`config.mk`:
```
export PLATFORM = sky130hd
export DESIGN_NAME = clock_mode_sequencer
export DESIGN_NICKNAME = d
export VERILOG_FILES = /design/src/rtl/clock_mode_sequencer.sv
export SDC_FILE = /design/constraint.sdc
export NUM_CORES = 1
export LEC_CHECK = 0
export BUFFER_PORTS_ARGS = -buffer_cell sky130_fd_sc_hd__buf_2
export CAP_MARGIN = 25
export CORE_ASPECT_RATIO = 0.7
export CORE_MARGIN = 10
export CORE_UTILIZATION = 30
export DETAILED_ROUTE_END_ITERATION = 7
export GPL_TIMING_DRIVEN = 0
export MAX_ROUTING_LAYER = met4
export PLACE_DENSITY = 0.52
export SLEW_MARGIN = 20
export SYNTH_ARGS = -nofsm -noshare
export SYNTH_HDL_FRONTEND = slang
export SYNTH_SLANG_ARGS = --single-unit
```
`constraint.sdc`:
```
create_clock -name clk -period 2.6 [get_ports clk]
set_input_delay 0.52 -clock clk [delete_from_list [all_inputs] [get_ports clk]]
set_output_delay 0.52 -clock clk [all_outputs]
set_load 0.1 [all_outputs]
```
`src/rtl/clock_mode_sequencer.sv`:
```
// Mode controller for the countdown clock: button events, pause, reload, 1 Hz tick and display mux.
// Optional EXPIRED_BLINK_EN: in EXPIRED the display blinks between 0000 and FFFF at the tick rate.
module clock_mode_sequencer #(
  parameter int          TICK_DIV     = 50000000,
  parameter logic [15:0] DEFAULT_TIME = 16'h0500
) (
  input  logic        clk,
  input  logic        reset,
  input  logic        btn_mode,
  input  logic        btn_start,
  input  logic        btn_clear,
  input  logic [15:0] set_value,
  input  logic        set_valid,
  input  logic [15:0] count_digits,
  input  logic        finished,
  output logic [2:0]  currentState,
  output logic [15:0] initialClockValue,
  output logic        load,
  output logic        tick,
  output logic        paused,
  output logic        alarm,
  output logic [15:0] digitsOut
);

  typedef enum logic [2:0] {
    ST_COUNTING = 3'd0,
    ST_SETTING  = 3'd1,
    ST_EXPIRED  = 3'd2
  } state_t;

  localparam int            PW      = $clog2(TICK_DIV);
  localparam logic [PW-1:0] PRE_MAX = PW'(TICK_DIV - 1);

  state_t        state_reg;
  logic [15:0]   init_reg;
  logic [15:0]   digits_reg;
  logic [PW-1:0] pres_reg;
  logic          load_reg;
  logic          load_d_reg;
  logic          tick_reg;
  logic          paused_reg;
  logic          alarm_reg;
  logic [2:0]    sync1_reg;
  logic [2:0]    sync2_reg;
  logic [2:0]    hist_reg;
`ifdef EXPIRED_BLINK_EN
  logic          blink_reg;
`endif

  // Button bit order: [0]=clear, [1]=mode, [2]=start.
  logic [2:0] btn_raw;
  logic [2:0] btn_ev;
  logic       ev_clear;
  logic       ev_mode;
  logic       ev_start;
  logic       fin_ev;
  logic       bcd_ok;

  assign btn_raw  = {btn_start, btn_mode, btn_clear};
  assign btn_ev   = sync2_reg & ~hist_reg;
  assign ev_clear = btn_ev[0];
  assign ev_mode  = btn_ev[1];
  assign ev_start = btn_ev[2];

  // finished is ignored while the counting datapath is still absorbing a reload.
  assign fin_ev = finished && (state_reg == ST_COUNTING) && !load_reg && !load_d_reg;

  assign bcd_ok = (set_value[15:12] <= 4'd9) && (set_value[11:8] <= 4'd9) &&
                  (set_value[7:4]   <= 4'd5) && (set_value[3:0]  <= 4'd9);

  always_ff @(posedge clk or negedge reset) begin
    if (!reset) begin
      state_reg  <= ST_SETTING;
      init_reg   <= DEFAULT_TIME;
      digits_reg <= 16'h0000;
      pres_reg   <= '0;
      load_reg   <= 1'b0;
      load_d_reg <= 1'b0;
      tick_reg   <= 1'b0;
      paused_reg <= 1'b1;
      alarm_reg  <= 1'b0;
      sync1_reg  <= 3'b000;
      sync2_reg  <= 3'b000;
      hist_reg   <= 3'b000;
`ifdef EXPIRED_BLINK_EN
      blink_reg  <= 1'b0;
`endif
    end else begin
      sync1_reg  <= btn_raw;
      sync2_reg  <= sync1_reg;
      hist_reg   <= sync2_reg;
      load_reg   <= 1'b0;
      tick_reg   <= 1'b0;
      load_d_reg <= load_reg;

      case (state_reg)
        ST_SETTING: begin
          digits_reg <= set_value;
          if (set_valid && bcd_ok)
            init_reg <= set_value;
          // A simultaneous clear outranks mode and swallows it.
          if (!ev_clear && ev_mode) begin
            state_reg  <= ST_COUNTING;
            paused_reg <= 1'b0;
            load_reg   <= 1'b1;
            pres_reg   <= '0;
          end
        end

        ST_COUNTING: begin
          digits_reg <= count_digits;
          if (fin_ev) begin
            state_reg  <= ST_EXPIRED;
            alarm_reg  <= 1'b1;
            paused_reg <= 1'b1;
            pres_reg   <= '0;
`ifdef EXPIRED_BLINK_EN
            blink_reg  <= 1'b0;
`endif
          end else if (ev_clear) begin
            load_reg   <= 1'b1;
            paused_reg <= 1'b1;
            pres_reg   <= '0;
          end else if (ev_mode) begin
            state_reg  <= ST_SETTING;
            paused_reg <= 1'b1;
            pres_reg   <= '0;
          end else if (ev_start) begin
            paused_reg <= ~paused_reg;
          end else if (!paused_reg) begin
            if (pres_reg == PRE_MAX) begin
              pres_reg <= '0;
              tick_reg <= 1'b1;
            end else begin
              pres_reg <= pres_reg + PW'(1);
            end
          end
        end

        ST_EXPIRED: begin
`ifdef EXPIRED_BLINK_EN
          digits_reg <= blink_reg ? 16'hFFFF : 16'h0000;
`else
          digits_reg <= 16'h0000;
`endif
          if (ev_clear || ev_mode) begin
            state_reg <= ST_SETTING;
            alarm_reg <= 1'b0;
            pres_reg  <= '0;
          end
`ifdef EXPIRED_BLINK_EN
          else if (pres_reg == PRE_MAX) begin
            pres_reg  <= '0;
            blink_reg <= ~blink_reg;
          end else begin
            pres_reg <= pres_reg + PW'(1);
          end
`endif
        end

        default: begin
          state_reg  <= ST_SETTING;
          paused_reg <= 1'b1;
          alarm_reg  <= 1'b0;
          pres_reg   <= '0;
        end
      endcase
    end
  end

  assign currentState      = state_reg;
  assign initialClockValue = init_reg;
  assign load              = load_reg;
  assign tick              = tick_reg;
  assign paused            = paused_reg;
  assign alarm             = alarm_reg;
  assign digitsOut         = digits_reg;

endmodule

```
==> impl.org <==
** Yosys
- Of all flip-flops after synthesis, the portion carrying an async set or reset was 100%.
- Of the synthesized area, sequential elements account for 51.8%.
- Synthesis produced a netlist with a net count of 370.
- Top_reg_cell synth :: sky130_fd_sc_hd__dfrtp_1
- Sorting the synthesized cells by how often they occur yields 70 x sky130_fd_sc_hd__dfrtp_1, 28 x sky130_fd_sc_hd__nand2_1, 24 x sky130_fd_sc_hd__o21ai_0.
- Area of the mapped netlist :: 3580 um2
- Post-Synthesis Mean Instance Area :: 10.9 um2
- Counting every instance in the synthesized netlist gives 330.
- Counting flops with a built-in enable in the synthesized netlist gives 0.
- Yosys attributes the largest share of cell area to sky130_fd_sc_hd__dfrtp_1 49%, sky130_fd_sc_hd__mux2_2 5.0%, sky130_fd_sc_hd__mux2i_1 4.5%.
- Synthesis Warnings :: 0
- After synthesis, the netlist uses 57 different library cells.
- Number of register bits inferred by synthesis :: 74
- Summed over all instances, the cell type with the most area after synthesis is sky130_fd_sc_hd__dfrtp_1.
- After synthesis, the largest area contributor takes up 48.9% of total cell area.
- Most instantiated library cell after synthesis :: sky130_fd_sc_hd__dfrtp_1

** Placed design
- Input and output buffers added on the ports amount to 76.
- Setup Slack @ Placement :: -0.239 ns
- Final HPWL from detailed placement :: 7260 um
- Total cell area at the placement stage :: 4190 um2
- Weighted congestion reported at the end of routability-driven placement :: 0.836

** Critical path
- CP bufs+invs :: 2
- FF-to-FF Start :: currentState[1]
- The cell that appears most often on the critical path is sky130_fd_sc_hd__buf_2.
- Worst Path Arrival :: 2.71 ns
- Worst Path Max Fanout :: 10
- Worst setup SP type :: flip-flop
- Among cell families on the critical path, the largest total delay comes from compound AO/OA/AOI/OAI gates.
- The most critical setup path has its startpoint at currentState[1].
- The worst setup path is captured at a flip-flop.
- For this design, the slowest cell found on the critical path is sky130_fd_sc_hd__or4b_4.
- In this run the worst setup path terminates at pres_reg[21].
- Worst setup path category :: reg -> reg
- In this run the number of cells on the critical path is 7.
- Max stage delay on crit path :: 0.56 ns
- Critical path, cell by cell :: buf_2 -> or4b_4 -> o31a_4 -> a21o_1 -> buf_2 -> o41ai_1 -> a21oi_2
- Reg2reg path depth :: 7
- Setup slack of the most critical reg-to-reg path :: 0.09 ns
- STA puts the critical path data required time at 2.80 ns.
- Reg-to-Reg End :: pres_reg[21]

** Timing
- Portion of the clock cycle consumed by the worst path in the final layout :: 96.7%
- Clk_skew :: 0.00600 ns
- Count of final max-slew check failures :: 0
- At the pin with the least slew margin, the transition time is 0.798 ns.
- Max-slew headroom :: 46.8%
- Setup violations remaining at the end of the flow were counted as 0.
- After layout, the minimum clock period comes to 2.51 ns.
- Number of failing hold endpoints at the final stage :: 0
- Setup repair after global routing missed its margin :: false
- Worst Setup Slack, final :: 0.0869 ns
- Maximum clock rate :: 398 MHz

** GRT
- The number of antenna violations at the first check in global routing was 0.
- Largest net degree at the start of global routing :: 43
- Overflow left after global routing :: 0
- The via count of the first global-routing pass was 2803.
- For this run, the total global-route usage over all layers was measured as 11.8%.
- The first global-routing pass estimated 15400 um of wire.

** Floorplan
- The die covers 16800 um2.
- Initial standard-cell utilization of the core :: 30.7%
- Core Rows :: 33
- Chip height :: 111 um
- Boundary Pins :: 78
- Measured along the x axis, the die boundary spans 151 um.
- Area of the core :: 11700 um2

** Flow run
- Max capacitance violation total :: 0

** Finish
- Share of post-route cells with drive strength above 1 :: 34.6%
- After routing the design area is 4560 um2.
- Area growth from synthesis to layout :: 27.2%
- Max reg flops :: 26
- 0 antenna diodes ended up in the layout.
- Layout net count :: 463
- Measured on the finished design, the core utilization comes to 39.0%.

** Power and ir drop
- The worst-case IR drop observed on VDD is 0.713 mV.
- Of the total power, combinational logic draws 55.5%.
- The clock network is responsible for 18.7% of the overall power.
- In this run switching power makes up 55.4% of total power.
- The analysis attributes to cell leakage a power of 2.00 nW.
- Internal portion of total power :: 2.82 mW
- In this run, flip-flops and latches consume 25.9% of the power.
- Power per cell area :: 1380 nW/um2
- Reported net switching power :: 3.50 mW

** Drt
- Iteration count of the initial detailed-routing pass :: 4
- Via count normalized by instance count :: 4.85
- After detailed routing, the total wire length is 9540 um.
- The count of nets left with antenna violations once routing finished came out at 0.
- Post-detailed-route DRC marker count :: 0
- Drt wl/cell :: 16.3 um
- Routed via count :: 2836
- Number of design-rule violations left by the first detailed-router iteration :: 228

** Clock tree
- The clock net in this run drives a total of 74 sinks.
- The clock tree synthesis step divided the H-tree into 3 levels.
- Clock root buffer :: sky130_fd_sc_hd__clkbuf_16
- TritonCTS built the clock tree.
- Maximum buffer depth of the clock tree :: 2
- In this run, CTS created clock tree buffers numbering 9.
- Clock slew at the register clock pins of the worst setup and hold paths :: 0.06 ns
- Clock latency on the worst-skew pair, taken at its later pin, is 0.33 ns.

** Status
- The run finished with clean final reports.

** Worst hold path
- The tightest min-delay check is of the in -> async type.
[cell type report]
class,count,area [um2]
clock inverters,5,38.8
plain buffers,16,81.3
inverters,8,30.0
repair buffers,83,448
flip-flops and latches,74,1860
fillers,1189,7130
multi-input cells,231,1650
clock buffers,11,253
well taps,157,196
[worst min-delay path by stage]
stage	start	endpoint	slack (ns)	cells after the start
after CTS	reset	initialClockValue[3]	0.14	1
after floorplan	reset	alarm	0.22	0
after detailed placement	sync1_reg[2]	sync2_reg[2]	0.34	0
final	reset	initialClockValue[3]	0.13	1
after global placement	sync1_reg[1]	sync2_reg[1]	0.33	0
after global routing	reset	initialClockValue[3]	0.16	1
[power by group through the flow]
stage               Combinational [mW]  Sequential [mW]  Clock (mW)
detailed placement                3.46             1.65           0
CTS                               3.50             1.64        1.22
floorplan                        0.812             3.65           0
finish                            3.50             1.63        1.18
global placement                  3.45             1.64           0
global route                      3.66             1.68        1.28
[what timing repair did]
item                                    in CTS  in global routing
buffers inserted                             0                  6
hold buffers                                 0                  0
endpoints found under the setup margin      27                 30
gates resized for setup                      5                  5
pin swaps                                    0                  2
[kinds of logic (layout without fill, tap and decap cells)]
kind of cell	Yosys count	in the layout	synth area share, %
buffers and inverters	25	123	3.07
AOI/OAI and AO/OA	80	80	16.8
muxes	32	32	9.49
xor gates and xnor gates	5	5	1.22
adders and majority gates	1	1	0.349
other	1	1	0.105
and+or+nand+nor	112	112	17.1
DFF	74	74	51.8
[metrics by stage]
step	std cells	TNS [ns]	power [mW]	hold WS, ns
2_1_floorplan	330	0	4.46	0.224
3_3_place_gp	563	-2.28	5.09	0.335
3_5_place_dp	564	-2.45	5.12	0.337
4_1_cts	580	0	6.35	0.143
5_1_grt	585	0	6.61	0.163
6_report	585	0	6.31	0.131
[cell usage in the layout (no fill, tap or decap), drive strengths merged, types with 3 or more instances in the layout]
cell      Yosys  layout
mux2         16      16
and2          4       4
dfrtp        70      70
o41ai         3       3
dfstp         4       4
nand3         8       8
nand3b        3       3
o2bb2ai       3       3
clkinvlp      0       4
a2111oi       5       5
nand4         9       9
o31ai         7       7
inv           8       8
nor3          7       7
nor4          3       3
or4           5       5
nor2b         7       7
a211oi        3       3
and3          6       6
a31oi         4       4
clkbuf        9      19
buf           8      91
a22o          6       6
o21ai        24      24
mux2i        16      16
xnor2         5       5
nor2         19      19
nand2b        3       3
a31o          3       3
nand2        28      28
a21oi        13      13
[metal layers]
layer / track usage, % / up-vias / part of all wire [%]
li1: - / 1403 / -
met4: 3.01 / 0 / 0.75
met3: 2.95 / 5 / 4.7
met2: 16.4 / 56 / 44
met5: - / - / 0
met1: 16.6 / 1372 / 50
Note: power is estimated with default switching activity, not from simulation.
